<file path="config.mk">
export PLATFORM = sky130hd
export DESIGN_NAME = m24c16_xfer_seq
export DESIGN_NICKNAME = d
export VERILOG_FILES = /design/src/rtl/m24c16_pkg.sv /design/src/rtl/m24c16_wfifo.sv /design/src/rtl/m24c16_xfer_seq.sv
export SDC_FILE = /design/constraint.sdc
export NUM_CORES = 1
export LEC_CHECK = 0
export ABC_CLOCK_PERIOD_IN_PS = 5200
export BUFFER_PORTS_ARGS = -buffer_cell sky130_fd_sc_hd__buf_2
export CAP_MARGIN = 0
export CORE_MARGIN = 2
export CORE_UTILIZATION = 56
export CTS_CLUSTER_DIAMETER = 150
export CTS_CLUSTER_SIZE = 28
export DETAILED_ROUTE_END_ITERATION = 12
export PLACE_DENSITY_LB_ADDON = 0.2
export SKIP_LAST_GASP = 1
export SYNTH_ARGS = -nofsm -noshare
export SYNTH_HDL_FRONTEND = slang
export SYNTH_HIERARCHICAL = 1
export SYNTH_SLANG_ARGS = --single-unit
</file>
<file path="constraint.sdc">
create_clock -name clock -period 5.2 [get_ports clock]
set_input_delay 0.78 -clock clock [delete_from_list [all_inputs] [get_ports clock]]
set_output_delay 0.78 -clock clock [all_outputs]
set_load 0.1 [all_outputs]
</file>
<file path="src/rtl/m24c16_pkg.sv">
// m24c16_pkg: shared states, result codes and constants for the M24Cxx transaction sequencer
package m24c16_pkg;
    typedef enum logic [3:0] {IDLE, DEVSEL_W, ADDR, WDATA, DEVSEL_R, RDATA, POLL, ABORT, DONE} state_t;
    localparam logic [1:0] ERR_OK   = 2'd0;
    localparam logic [1:0] ERR_NACK = 2'd1;
    localparam logic [1:0] ERR_POLL = 2'd2;
    localparam logic [1:0] ERR_BAD  = 2'd3;
    localparam logic [3:0] DEVSEL_PREFIX = 4'b1010;
    localparam int PAGE_SIZE = 16;
endpackage

</file>
<file path="src/rtl/m24c16_wfifo.sv">
// m24c16_wfifo: 16x8 write-data FIFO with occupancy count and synchronous flush
//   push/din in, pop/dout out (dout shows head), full and count (0..16) status
module m24c16_wfifo
    import m24c16_pkg::*;
(
    input  logic       clock,
    input  logic       reset_n,
    input  logic       flush,
    input  logic       push,
    input  logic [7:0] din,
    input  logic       pop,
    output logic [7:0] dout,
    output logic       full,
    output logic [4:0] count
);
    logic [7:0] mem_q [PAGE_SIZE];
    logic [3:0] wp_q, wp_d, rp_q, rp_d;
    logic [4:0] count_q, count_d;
    logic       push_ok, pop_ok;
    always_comb begin
        push_ok = push & !full & !flush;
        pop_ok  = pop & (count_q != 5'd0) & !flush;
        wp_d    = flush ? 4'd0 : wp_q + {3'b0, push_ok};
        rp_d    = flush ? 4'd0 : rp_q + {3'b0, pop_ok};
        count_d = flush ? 5'd0 : count_q + {4'b0, push_ok} - {4'b0, pop_ok};
    end
    always_ff @(posedge clock or negedge reset_n) begin
        if (!reset_n) begin
            wp_q    <= '0;
            rp_q    <= '0;
            count_q <= '0;
        end else begin
            wp_q    <= wp_d;
            rp_q    <= rp_d;
            count_q <= count_d;
        end
    end
    always_ff @(posedge clock) begin
        if (push_ok) mem_q[wp_q] <= din;
    end
    assign dout  = mem_q[rp_q];
    assign full  = count_q == 5'(PAGE_SIZE);
    assign count = count_q;
endmodule

</file>
<file path="src/rtl/m24c16_xfer_seq.sv">
// m24c16_xfer_seq: splits one page-write or sequential-read request into I2C byte-engine ops
//   req_*: host request; wr_*: write FIFO; rd_*: read byte handshake; busy/done/err: status
//   eng_*: byte-engine op strobe, byte, qualifiers and completion/response
module m24c16_xfer_seq
    import m24c16_pkg::*;
#(
    parameter int POLL_MAX = 255
) (
    input  logic       clock,
    input  logic       reset_n,
    input  logic       req_valid,
    output logic       req_ready,
    input  logic       req_write,
    input  logic [2:0] req_dev,
    input  logic [7:0] req_addr,
    input  logic [7:0] req_len,
    input  logic [7:0] wr_data,
    input  logic       wr_push,
    output logic       wr_full,
    output logic [4:0] wr_count,
    output logic [7:0] rd_data,
    output logic       rd_valid,
    input  logic       rd_ready,
    output logic       busy,
    output logic       done,
    output logic [1:0] err,
    output logic       eng_start,
    output logic [7:0] eng_tx,
    output logic       eng_read,
    output logic       eng_gen_start,
    output logic       eng_gen_stop,
    output logic       eng_nobyte,
    output logic       eng_ack_out,
    input  logic       eng_done,
    input  logic [7:0] eng_rx,
    input  logic       eng_nack
);
    state_t      state_q, state_d;
    logic [2:0]  dev_q, dev_d;
    logic [7:0]  addr_q, addr_d, cnt_q, cnt_d, rd_data_q, rd_data_d;
    logic        write_q, write_d, rd_valid_q, rd_valid_d, pend_q, pend_d;
    logic [15:0] poll_q, poll_d;
    logic [1:0]  err_q, err_d;
    logic [7:0]  eng_tx_q, eng_tx_d;
    logic        eng_read_q, eng_read_d, eng_gen_start_q, eng_gen_start_d;
    logic        eng_gen_stop_q, eng_gen_stop_d, eng_nobyte_q, eng_nobyte_d;
    logic        eng_ack_out_q, eng_ack_out_d;
    logic        enter, flush, bad, last_d, stall;
    logic [7:0]  fifo_dout;
    m24c16_wfifo u_fifo (
        .clock   (clock),
        .reset_n (reset_n),
        .flush   (flush),
        .push    (wr_push),
        .din     (wr_data),
        .pop     (eng_start && state_q == WDATA),
        .dout    (fifo_dout),
        .full    (wr_full),
        .count   (wr_count)
    );
    // A page write must fit inside one page and be fully buffered before any bus activity.
    assign bad = req_write & (({1'b0, req_len} > 9'(PAGE_SIZE - 1))
                 | ({5'b0, req_addr[3:0]} + {1'b0, req_len} > 9'(PAGE_SIZE - 1))
                 | ({4'b0, wr_count} < {1'b0, req_len} + 9'd1));
    assign stall = state_q == RDATA && rd_valid_q && !rd_ready;
    always_comb begin
        state_d    = state_q;
        dev_d      = dev_q;
        addr_d     = addr_q;
        write_d    = write_q;
        cnt_d      = cnt_q;
        poll_d     = poll_q;
        err_d      = err_q;
        rd_data_d  = rd_data_q;
        rd_valid_d = rd_valid_q & !rd_ready;
        enter      = 1'b0;
        flush      = 1'b0;
        case (state_q)
            IDLE, DONE: begin
                state_d = IDLE;
                if (req_valid) begin
                    dev_d   = req_dev;
                    addr_d  = req_addr;
                    write_d = req_write;
                    cnt_d   = req_len;
                    poll_d  = '0;
                    err_d   = bad ? ERR_BAD : ERR_OK;
                    state_d = bad ? DONE : DEVSEL_W;
                    enter   = !bad;
                end
            end
            default: if (eng_done) begin
                case (state_q)
                    DEVSEL_W: state_d = eng_nack ? ABORT : ADDR;
                    ADDR:     state_d = eng_nack ? ABORT : write_q ? WDATA : DEVSEL_R;
                    DEVSEL_R: state_d = eng_nack ? ABORT : RDATA;
                    WDATA: begin
                        state_d = eng_nack ? ABORT : cnt_q == 8'd0 ? POLL : WDATA;
                        cnt_d   = cnt_q - 8'd1;
                    end
                    RDATA: begin
                        rd_data_d  = eng_rx;
                        rd_valid_d = 1'b1;
                        cnt_d      = cnt_q - 8'd1;
                        state_d    = cnt_q == 8'd0 ? DONE : RDATA;
                    end
                    POLL: begin
                        poll_d  = poll_q + 16'd1;
                        state_d = (!eng_nack || poll_d == 16'(POLL_MAX)) ? DONE : POLL;
                        err_d   = !eng_nack ? ERR_OK : poll_d == 16'(POLL_MAX) ? ERR_POLL : err_q;
                    end
                    ABORT: begin
                        state_d = DONE;
                        err_d   = ERR_NACK;
                        flush   = 1'b1;
                    end
                    default: state_d = IDLE;
                endcase
                enter = state_d != DONE;
            end
        endcase
    end
    // Op qualifiers are captured on state entry so they stay put while the engine works;
    // the WDATA byte is taken from the FIFO head before its pop at eng_start.
    always_comb begin
        last_d          = cnt_d == 8'd0;
        eng_tx_d        = !enter ? eng_tx_q
                        : state_d == ADDR     ? addr_d
                        : state_d == WDATA    ? fifo_dout
                        : state_d == DEVSEL_R ? {DEVSEL_PREFIX, dev_d, 1'b1}
                        : state_d inside {DEVSEL_W, POLL} ? {DEVSEL_PREFIX, dev_d, 1'b0}
                        : 8'h00;
        eng_read_d      = enter ? state_d == RDATA : eng_read_q;
        eng_gen_start_d = enter ? state_d inside {DEVSEL_W, DEVSEL_R, POLL} : eng_gen_start_q;
        eng_gen_stop_d  = enter ? (state_d inside {POLL, ABORT} || (state_d inside {WDATA, RDATA} && last_d))
                                : eng_gen_stop_q;
        eng_nobyte_d    = enter ? state_d == ABORT : eng_nobyte_q;
        eng_ack_out_d   = enter ? state_d == RDATA && !last_d : eng_ack_out_q;
        pend_d          = enter | (pend_q & !eng_start);
    end
    always_ff @(posedge clock or negedge reset_n) begin
        if (!reset_n) begin
            state_q         <= IDLE;
            dev_q           <= '0;
            addr_q          <= '0;
            write_q         <= 1'b0;
            cnt_q           <= '0;
            poll_q          <= '0;
            err_q           <= ERR_OK;
            rd_data_q       <= '0;
            rd_valid_q      <= 1'b0;
            pend_q          <= 1'b0;
            eng_tx_q        <= '0;
            eng_read_q      <= 1'b0;
            eng_gen_start_q <= 1'b0;
            eng_gen_stop_q  <= 1'b0;
            eng_nobyte_q    <= 1'b0;
            eng_ack_out_q   <= 1'b0;
        end else begin
            state_q         <= state_d;
            dev_q           <= dev_d;
            addr_q          <= addr_d;
            write_q         <= write_d;
            cnt_q           <= cnt_d;
            poll_q          <= poll_d;
            err_q           <= err_d;
            rd_data_q       <= rd_data_d;
            rd_valid_q      <= rd_valid_d;
            pend_q          <= pend_d;
            eng_tx_q        <= eng_tx_d;
            eng_read_q      <= eng_read_d;
            eng_gen_start_q <= eng_gen_start_d;
            eng_gen_stop_q  <= eng_gen_stop_d;
            eng_nobyte_q    <= eng_nobyte_d;
            eng_ack_out_q   <= eng_ack_out_d;
        end
    end
    assign req_ready     = state_q == IDLE || state_q == DONE;
    assign busy          = !req_ready;
    assign done          = state_q == DONE;
    assign err           = err_q;
    assign rd_data       = rd_data_q;
    assign rd_valid      = rd_valid_q;
    assign eng_start     = pend_q & !stall;
    assign eng_tx        = eng_tx_q;
    assign eng_read      = eng_read_q;
    assign eng_gen_start = eng_gen_start_q;
    assign eng_gen_stop  = eng_gen_stop_q;
    assign eng_nobyte    = eng_nobyte_q;
    assign eng_ack_out   = eng_ack_out_q;
endmodule
</file>
# [Word-level counts from Yosys, hierarchy flattened]
# Memory sizes are Yosys's and may differ from the RTL's.
# Index checks and enable logic that the tools add are counted.
[op_classes] addsub=8 magnitude_cmp=3 n_eq_ne=20 mux=52 n_bitwise=12 n_reduce_logical=34
[ops] op="2-to-1 mux 8 bit" n=10
[ops] op="2-to-1 mux 16 bit" n=4
[ops] op="2-to-1 mux 4 bit" n=10
[ops] op="== test 4 x 3 -> 1 bit, second input constant" n=8
[ops] op="case mux 4 bit (7 select lines)" n=1
[ops] op="2-to-1 mux 3 bit" n=7
[ops] op="adder 16 x 1 -> 16 bit, second input constant" n=1
[ops] op="== test 16 x 8 -> 1 bit, second input constant" n=1
[ops] op="== test 4 x 2 -> 1 bit, second input constant" n=4
[ops] op="logical NOT 8 bit" n=2
[ops] op="2-to-1 mux 2 bit" n=7
[ops] op="2-to-1 mux 1 bit" n=11
[ops] op="nonzero test 2 bit" n=5
[ops] op="adder 4 x 8 -> 9 bit" n=1
[ops] op="adder 8 x 1 -> 9 bit, second input constant" n=1
[ops] op="> comparator 9 x 4 -> 1 bit, second input constant" n=1
[ops] op="logical NOT 1 bit" n=9
[ops] op="< comparator 5 x 9 -> 1 bit" n=1
[ops] op="adder 4 x 1 -> 4 bit" n=2
[ops] op="bitwise AND 1 bit" n=8
[ops] op="== test 4 x 1 -> 1 bit, second input constant" n=2
[ops] op="> comparator 8 x 4 -> 1 bit, second input constant" n=1
[ops] op="subtractor 8 x 1 -> 8 bit, second input constant" n=1
[ops] op="AND reduction 3 bit" n=2
[ops] op="19 further kinds" n=29
[word_totals] register_bits=78 mem_bits_rw=128 input_bits=43 n_memories=1
[memory_table] name="u_fifo.mem_q" depth=16 width=8 rd=1 rd_clocked_by_memory_dff=0 write_ports=1 line_no="m24c16_wfifo.sv:16" text="logic [7:0] mem_q [PAGE_SIZE];"

# [Logic depth before layout (Yosys ltp)]
# Gate-level depths: netlist of the first run.
[logic_depth] ltp_word=15 mapped_depth=15

# [Hierarchy]
# The synthesis of the first run kept the hierarchy.
[modules_own_cells] mod="m24c16_wfifo" n_inst=1 cells_each=289 area_per_inst_um2=5720.5 seq_area_each_um2=4169.0
[modules_own_cells] mod="m24c16_xfer_seq" n_inst=1 cells_each=439 area_per_inst_um2=3885.0 seq_area_each_um2=1626.6

# [Worst setup path after synthesis of the first run]
# No wires, ideal clock.
[synth_path] kind="reg2reg" start="reg state_q[2]" end="reg eng_gen_stop_q (netlist: eng_gen_stop)" t_arrival_ps=3827 path_slack_ps=1246 stages_incl_launch_ff=10 period_less_slack_ps=3954 path_cell_list="dfrtp_1 > nor3_2 > inv_2 > clkbuf_1 > a211o_1 > a21oi_1 > nor2_1 > nor4b_2 > a221oi_1 > o31ai_2"
[synth_lines] item="start, declared" line_no="m24c16_xfer_seq.sv:38" text="state_t state_q, state_d;"
[synth_lines] item="start signal, assigned" line_no="m24c16_xfer_seq.sv:160" text="state_q <= state_d;"
[synth_lines] item="== test 4 x 2 -> 1 bit or == test 4 x 3 -> 1 bit (tied branches)" line_no="m24c16_xfer_seq.sv:93" text="case (state_q)"
[synth_lines] item="OR reduction 2 bit (no source line)"
[synth_lines] item="2-to-1 mux 8 bit"
[synth_lines] item="2-to-1 mux 8 bit" line_no="m24c16_xfer_seq.sv:92" text="default: if (eng_done) begin"
[synth_lines] item="2-to-1 mux 8 bit *" line_no="m24c16_xfer_seq.sv:78" text="case (state_q)"
[synth_lines] item="named net cnt_d[5]" line_no="m24c16_xfer_seq.sv:40" text="logic [7:0] addr_q, addr_d, cnt_q, cnt_d, rd_data_q, rd_data_d;"
[synth_lines] item="logical NOT 8 bit *" line_no="m24c16_xfer_seq.sv:126" text="last_d = cnt_d == 8'd0;"
[synth_lines] item="logical AND 1 bit *" line_no="m24c16_xfer_seq.sv:135" text="eng_gen_stop_d = enter ? (state_d inside {POLL, ABORT} || (state_d inside {WDATA, RDATA} && last_d))"
[synth_lines] item="logical OR 1 bit *" line_no="m24c16_xfer_seq.sv:135"
[synth_lines] item="end signal, assigned" line_no="m24c16_xfer_seq.sv:173" text="eng_gen_stop_q <= eng_gen_stop_d;"
[synth_lines] item="end, declared" line_no="m24c16_xfer_seq.sv:46" text="logic eng_gen_stop_q, eng_gen_stop_d, eng_nobyte_q, eng_nobyte_d;"
# The timed path passes the listed nets; every way through them passes the cells marked *. The select of a mux whose other input is x is not followed.
# A chain may end at the register's enable or synchronous reset.

# [Final worst setup path of the first run]
[layout_path] start="reg state_q[0]" end="reg eng_gen_stop_q (netlist: eng_gen_stop)"
# Same word-level chain as after synthesis.

==> results.md, run 1 <==
* CP cell instances: nor3_2, nand2_2, o311ai_1, nand3_1, or4_1, nor4b_2, a221oi_1, o31ai_2
* Die area at between 0.015 and 0.02 sq mm
* Port-buffer cells at 76
* Clk sinks at slightly above 200
* Max clock buf depth at 3
* H-tree levels at 1
* Clk network pwr share at 0.156
* Area Growth Syn to Fin at 8.99%
* Largest net degree at the start of global routing at between 70 and 80
* Psw at approximately 2.6 mW
* WP buf/inv at 0
* Initial antenna violation count at 0
* Iter 0 DRT Violations at 494
* Share of power burned in registers at 0.405
* CTS root buf: clkbuf_16
* Power Internal at 3.25 mW
* Antenna fix cells at 0
* Layout cells sized above 1 at 0.191
* Switch share at 0.445
* Hold Fails Final Rpt at 0
* Worst min-delay path class: primary input to asynchronous set/reset pin
* Final Skew at about 0.018 ns
* Remaining DRCs at 0
* Synth area leaders: edfxtp_1 40%, dfrtp_1 20%, mux4_2 4.2%
* Combinational power share at 0.440
* Post-route minimum period at 3.26 ns
* Non-filler cells, final at 1020
* Die width at roughly 130 um
* Most frequent cells in the layout: 128 x edfxtp_1, 88 x nand2_1, 77 x dfrtp_1
* Top FF cell, synth: edfxtp_1
* Syn Inst Count at roughly 730
* Most common cell after layout, fill and taps aside: edfxtp_1
* Io pins at 77
* Arrival @ worst endpoint at 3.64 ns
* Post-synthesis sequential area ratio at 0.603
* Wire per inst at between 20 and 25 um
* Pleak at between 4 and 5 nW
* DP Cell Count at between 1000 and 1500
* Cts repair resizes at 0
* Global route total overflow at 0
* Vias in the first global route at between 6000 and 7000
* Fmax at between 300 and 400 MHz
* Share of the core filled with cells at 0.627
* RSZ-0062 raised after global routing: false
* Number of cell rows at 47
* P per Cell Area at between 500 and 600 mW/mm^2
* Area share of the largest cell type after synthesis at 0.400
* Setup violators final at 0
* Worst EP required at around 5.6 ns
* Cell variety after synth at a little over 80
* Fraction of registers with async set or reset after synthesis at 0.379
* Avg Inst Size Synth at 13.2 sq um
* CTS Hold Bufs at 0
* Yosys top cell by area: edfxtp_1
* Routed vias at just over 6000
* Post-DP HPWL at between 10000 and 15000 um
* Top delay family on crit path: simple AND/OR/NAND/NOR gates
* TritonCTS clock tree: yes
* Final Hold Slack at around 0.44 ns
* WL final at just over 20000 um
* Period utilisation layout at 0.627
* Max Cap Viol at 0
* #FFs+latches synth at between 200 and 250
* Total GRT Usage at 0.237
* EDFF count, synth at around 130
* Slew Viols, Final at 0
* Final Power at 5.85 mW
* Worst-Skew Late Latency at between 0.4 and 0.5 ns
* Core area at roughly 0.017 sq mm
* Die Y at ~130 um
* Mapped Nets at between 700 and 800
* Worst-Margin Slew at about 1.1 ns
* Filler Cells Inserted at around 1300
* Post-route ant nets at 0
* Setup Fix Bufs, Post-CTS at 0
* Outcome: finished, final reports clean
* Relative slew slack at 0.278
* Critical path class: register to register
* Fin Setup TNS at 0 ns
* TritonRoute pass-1 iters at 5
* First-pass GRT wire length at between 30000 and 40000 um
* Clock transition at the registers of the reported paths at 0.11 ns
* Routability Congestion at 0.885
* Crit path max-delay cell type: or4_1
* Starting Density at 0.575
* Vias/cell at approximately 6.1
* Crit-path max cell delay at approximately 0.57 ns
* Worst vdd ir at roughly 0.72 mV
* Crit path launch type: register
* Crit Path Max Fanout at 28
* Nets at approximately 860
* Nature of the critical path endpoint: register
* Num CTS Buffers at 11
* Mapped Area at about 0.0096 sq mm
* Synth Warn # at 6
layout make-up:
cell class                 instances  area, sq um  area share
sequential                       206         5800       0.554
clock buffer                      16          294      0.0281
inverter                          27          101     0.00968
multi-input combinational        463         3520       0.336
tap                              220          275      0.0263
clock inverter                     1         20.0     0.00191
timing repair buffer              87          465      0.0445
sequential cells by signal, indices dropped and copies added, names as in the netlist:
name	flops
pend_q	1
write_q	1
poll_q	16
eng_gen_start	1
eng_ack_out	1
u_fifo/mem_q	128
state_q	4
err	2
u_fifo/rp_q	4
addr_q	8
rd_data	8
eng_read	1
eng_tx	8
cnt_q	8
eng_nobyte	1
rd_valid	1
eng_gen_stop	1
dev_q	3
u_fifo/wp_q	4
u_fifo/count	5
final timing paths:
path / to / depth (start not counted) / from / slack, ns
worst max-delay path: eng_gen_stop / 8 / state_q[0] / 1.94
worst min-delay path: cnt_q[5] / 1 / reset_n / 0.44
worst max register to register: eng_gen_stop / 8 / state_q[0] / 1.94
worst min register to register: addr_q[2] / 2 / addr_q[2] / 0.49
max in group asynchronous: u_fifo/rp_q[0] / 1 / reset_n / 4.07
min in group clock: addr_q[2] / 2 / addr_q[2] / 0.49
cell usage after synthesis (2+ instances only):
cell type,instances
o41ai_1,4
nor2_1,56
mux2i_1,2
dfrtp_1,78
buf_2,7
nor3b_1,3
fa_1,2
inv_1,26
nand3b_1,2
o211ai_1,4
a211o_1,4
buf_4,2
xnor2_1,8
nor4_1,3
and3_1,5
and4_1,3
nor3_1,17
nand4_1,7
nor2b_1,13
nand2b_1,3
and2_1,4
mux4_2,18
xor2_1,8
o21ai_0,39
or2_2,2
a22oi_1,16
ha_1,22
o221a_2,2
o31ai_1,5
a21oi_1,21
mux2_2,13
buf_6,5
or4_1,2
edfxtp_1,128
o21a_1,5
nor4b_2,2
o311ai_1,2
nand2_1,88
nand3_1,19
clkdlybuf4s25_2,3
clkbuf_1,15
a31oi_1,7
mux4_1,14
per-layer routing:
layer / GRT usage / routed length [um] / vias up
met5: 0 / 0 / -
met4: 0.0642 / 492 / 0
met3: 0.0267 / 997 / 30
met2: 0.415 / 10900 / 190
met1: 0.317 / 8410 / 3140
li1: - / - / 2861
metrics by stage:
stage          worst slack [ns]  area [sq um]
6_report                   1.94         10500
5_1_grt                    1.67         10500
4_1_cts                    1.96         10500
3_5_place_dp               1.73         10200
3_3_place_gp               1.83         10200
2_1_floorplan              1.25          9610
power groups by stage:
stage               combinational, mW  sequential (mW)  clock [mW]
floorplan                        1.44             2.98           0
global placement                 2.51             2.38           0
detailed placement               2.57             2.40           0
CTS                              2.58             2.37       0.934
global route                     2.76             2.42       0.997
finish                           2.57             2.37       0.910
kinds of logic after synthesis:
| group | share of synthesized area |
|---|---|
| and+or+nand+nor | 0.127 |
| DFF | 0.603 |
| AOI/OAI and AO/OA | 0.0907 |
| buffers and inverters | 0.0306 |
| muxes | 0.0993 |
| adders and majority gates | 0.0328 |
| xor gates and xnor gates | 0.0163 |
Power figures use the tool's default switching activity.
==> run 2: changes to the inputs <==
--- a/config.mk
+++ b/config.mk
@@ -5,11 +5,12 @@
 export SDC_FILE = /design/constraint.sdc
 export NUM_CORES = 1
 export LEC_CHECK = 0
-export ABC_CLOCK_PERIOD_IN_PS = 5200
+export ABC_AREA = 1
+export ABC_CLOCK_PERIOD_IN_PS = 2900
 export BUFFER_PORTS_ARGS = -buffer_cell sky130_fd_sc_hd__buf_2
 export CAP_MARGIN = 0
 export CORE_MARGIN = 2
-export CORE_UTILIZATION = 56
+export CORE_UTILIZATION = 55
 export CTS_CLUSTER_DIAMETER = 150
 export CTS_CLUSTER_SIZE = 28
 export DETAILED_ROUTE_END_ITERATION = 12
==> constraint.sdc (replaced) <==
create_clock -name clock -period 2.9 [get_ports clock]
set_input_delay 0.435 -clock clock [delete_from_list [all_inputs] [get_ports clock]]
set_output_delay 0.435 -clock clock [all_outputs]
set_load 0.1 [all_outputs]
==> results.md, run 2 <==
* Die width at 141 um (+4.5%)
* Worst min-delay path class: primary input to asynchronous set/reset pin
* TritonCTS clock tree: yes
* Layout cells sized above 1 at 0.157 (-0.0341)
* H-tree levels at 1 (unchanged)
* Clk sinks at 206 (unchanged)
* Syn Inst Count at 1157 (+59%)
* Area share of the largest cell type after synthesis at 0.372 (-0.0282)
* Largest net degree at the start of global routing at 66 (-16%)
* Final Hold Slack at -0.00470 ns (-0.444 ns)
* Setup violators final at 0 (unchanged)
* Met1 WL at 10300 um (+22%)
* Post-route minimum period at 2.77 ns (-0.483 ns)
* Largest register FFs at 128 (unchanged)
* Cell variety after synth at 45 (-45%)
* #FFs+latches synth at 206 (unchanged)
* Initial antenna violation count at 0 (unchanged)
* WL final at 23300 um (+12%)
* Crit path launch type: register
* Synth Warn # at 6 (unchanged)
* Most frequent cell after synthesis: nand2_1
* Vias/cell at 5.27 (-14%)
* Worst-Skew Late Latency at 0.48 ns (about the same)
* Worst-Margin Slew at 0.739 ns (-0.345 ns)
* Arrival @ worst endpoint at 3.19 ns (-0.45 ns)
* Remaining DRCs at 0 (unchanged)
* Relative slew slack at 0.507 (+0.230)
* Worst vdd ir at 0.832 mV (+15%)
* WP buf/inv at 6 (+6)
* Num CTS Buffers at 11 (unchanged)
* Mapped Nets at 1224 (+54%)
* RSZ-0062 raised after global routing: true
* Final instance area at 0.0115 sq mm (+10%)
* P per Cell Area at 1050 mW/mm^2 (+89%)
* Crit-path max cell delay at 0.44 ns (-0.13 ns)
* Top routing layer in use: met4
* Routability Congestion at 0.893 (+0.92%)
* Total GRT Usage at 0.234 (-0.00299)
* Wire per inst at 15.6 um (-24%)
* Share of the core filled with cells at 0.621 (-0.00623)
* Largest Register: u_fifo/mem_q
* Starting Density at 0.556 (-0.0190)
* TritonRoute pass-1 iters at 5 (unchanged)
* Vias in the first global route at 7254 (+19%)
* Nature of the critical path endpoint: register
* Reg2Reg Depth at 22 (+14)
* Non-filler cells, final at 1494 (+46%)
* Mapped Area at 0.0103 sq mm (+7.6%)
* Global route total overflow at 0 (unchanged)
* Final Power at 12.2 mW (+110%)
* Post-DP Area at 0.0111 sq mm (+9.2%)
* First-pass GRT wire length at 36900 um (+11%)
* Port-buffer cells at 76 (unchanged)
* Max Cap Viol at 0 (unchanged)
* CP Depth at 22 (+14)
* Slew Viols, Final at 0 (unchanged)
* Top delay family on crit path: simple AND/OR/NAND/NOR gates
* Hold Fails Final Rpt at 5 (+5)
* Area Growth Syn to Fin at 11.6%
* Met3 Wirelength at 1160 um (+16%)
* Nets at 1325 (+54%)
* Fin Setup TNS at 0 ns (unchanged)
* Crit Path Max Fanout at 4 (-86%)
* Clock transition at the registers of the reported paths at 0.12 ns (about the same)
* Post-route ant nets at 0 (unchanged)
* Top FF cell, synth: edfxtp_1
* Yosys top cell by area: edfxtp_1
* Crit path max-delay cell type: dfrtp_1
* Worst Setup SP: state_q[3]
* Synth area leaders: edfxtp_1 37%, dfrtp_1 19%, nand2_1 13%
* Most common cell after layout, fill and taps aside: nand2_1
* CTS root buf: clkbuf_16
* Fmax at 360 MHz (+17%)
* CTS Hold Bufs at 0 (unchanged)
* Failing checks: negative hold slack
* Post-DP HPWL at 16100 um (+13%)
* CP cell instances: nor2_2, nand2_2, nor2_4, inv_4, nor2_4, inv_1, nand2_1, nor2_1, o211ai_1, inv_1, ha_1, inv_1, ha_2, inv_1, fa_2, inv_1, nand2_1, nand2_1, a21oi_2, nand2_1, nand2_1, nor2_1
* Antenna fix cells at 0 (unchanged)
* Number of cell rows at 50 (+6.4%)
* Final Skew at 0.0384 ns (+0.0201 ns)
* Io pins at 77 (unchanged)
* Avg Inst Size Synth at 8.93 sq um (-32%)
* Die area at 0.0199 sq mm (+9.2%)
* Most frequent cells in the layout: 349 x nand2_1, 188 x inv_1, 134 x nand3_1
* Max clock buf depth at 3 (unchanged)
* Fraction of registers with async set or reset after synthesis at 0.379 (unchanged)
* Core area at 0.0186 sq mm (+11%)
* Post-synth top cells: 351 x nand2_1, 190 x inv_1, 134 x nand3_1
* Period utilisation layout at 0.957 (+0.330)
* EDFF count, synth at 128 (unchanged)
* Met2 routed WL at 11400 um (+4.6%)
* Die Y at 141 um (+4.5%)
* Routed vias at 7870 (+27%)
* Critical path class: register to register
* Filler Cells Inserted at 1581 (+21%)
* Iter 0 DRT Violations at 577 (+17%)
* Pleak at 5.50 nW (+35%)
* DP Cell Count at 1469 (+46%)
* Worst EP required at 3.31 ns (-2.27 ns)
* Outcome: finished with violations
* Largest regs: u_fifo/mem_q (128), poll_q (16)
* Post-synthesis sequential area ratio at 0.561 (-0.0425)
* Worst r2r src: state_q[3]
run 2: cell count changes after synthesis, sizes merged, moves of 13 or more:
cell   change
nor2      +25
buf       +13
nand2    +273
mux4      -32
nand3    +119
nor2b     -13
nor3      -13
inv      +171
run 2: kinds of logic after synthesis:
group,Yosys count,share of synthesized area
AND/OR/NAND/NOR,603,0.254
multiplexers,8,0.00872
buffers and inverters,231,0.0917
AO/OA/AOI/OAI,74,0.0452
flip-flops,206,0.561
adder cells (fa/ha/maj),24,0.0305
XOR/XNOR,11,0.00933
run 2: path summary, 6_finish.rpt:
kind                                    to  slack, ns
max in group asynchronous         cnt_q[5]       2.21
min in group clock              rd_data[3]       0.18
setup reg to reg           u_fifo/count[4]       0.13
hold reg to reg                  eng_tx[0]       0.49
setup / recovery           u_fifo/count[4]       0.13
hold / removal                   poll_q[5]     -0.005
run 2: metrics by stage:
stage	worst slack (ns)	hold slack, ns
finish	0.125	-0.00470
global route	-0.0887	0.0309
CTS	0.0103	0.0153
detailed placement	0.00840	0.469
global placement	0.115	0.461
floorplan	0.00426	0.139
run 2: cell type report:
type	count	area [sq um]	share of cell area
sequential	206	5800	0.503
tap	234	293	0.0254
clock buffer	14	287	0.0248
inverter	199	749	0.0650
multi-input combinational	720	3660	0.317
clock inverter	1	20.0	0.00174
timing repair buffer	120	726	0.0629
run 2: power by group:
group	internal [mW]	switching, mW	leakage (nW)
Combinational	1.69	4.58	3.20
Sequential	3.80	0.456	2.14
Clock	0.722	0.912	0.149
run 2: routing by layer:
metal	up-vias	track usage
met2	228	0.397
met4	0	0.0553
met1	3720	0.325
met3	30	0.0262
li1	3892	-
met5	-	0
run 2: repair_timing:
item                       4_1_cts  5_1_grt
gates resized for setup          0       19
setup endpoints to repair        0       16
buffers inserted                 0       10
run 2: worst register-to-register path: stages (launching register included):
cell	delay [ns]
dfrtp_1	0.44
nor2_2	0.17
nand2_2	0.10
nor2_4	0.16
inv_4	0.06
nor2_4	0.08
inv_1	0.04
nand2_1	0.06
nor2_1	0.05
o211ai_1	0.07
inv_1	0.09
ha_1	0.28
inv_1	0.06
ha_2	0.16
inv_1	0.06
fa_2	0.36
inv_1	0.07
nand2_1	0.06
nand2_1	0.07
a21oi_2	0.05
nand2_1	0.06
nand2_1	0.05
nor2_1	0.10
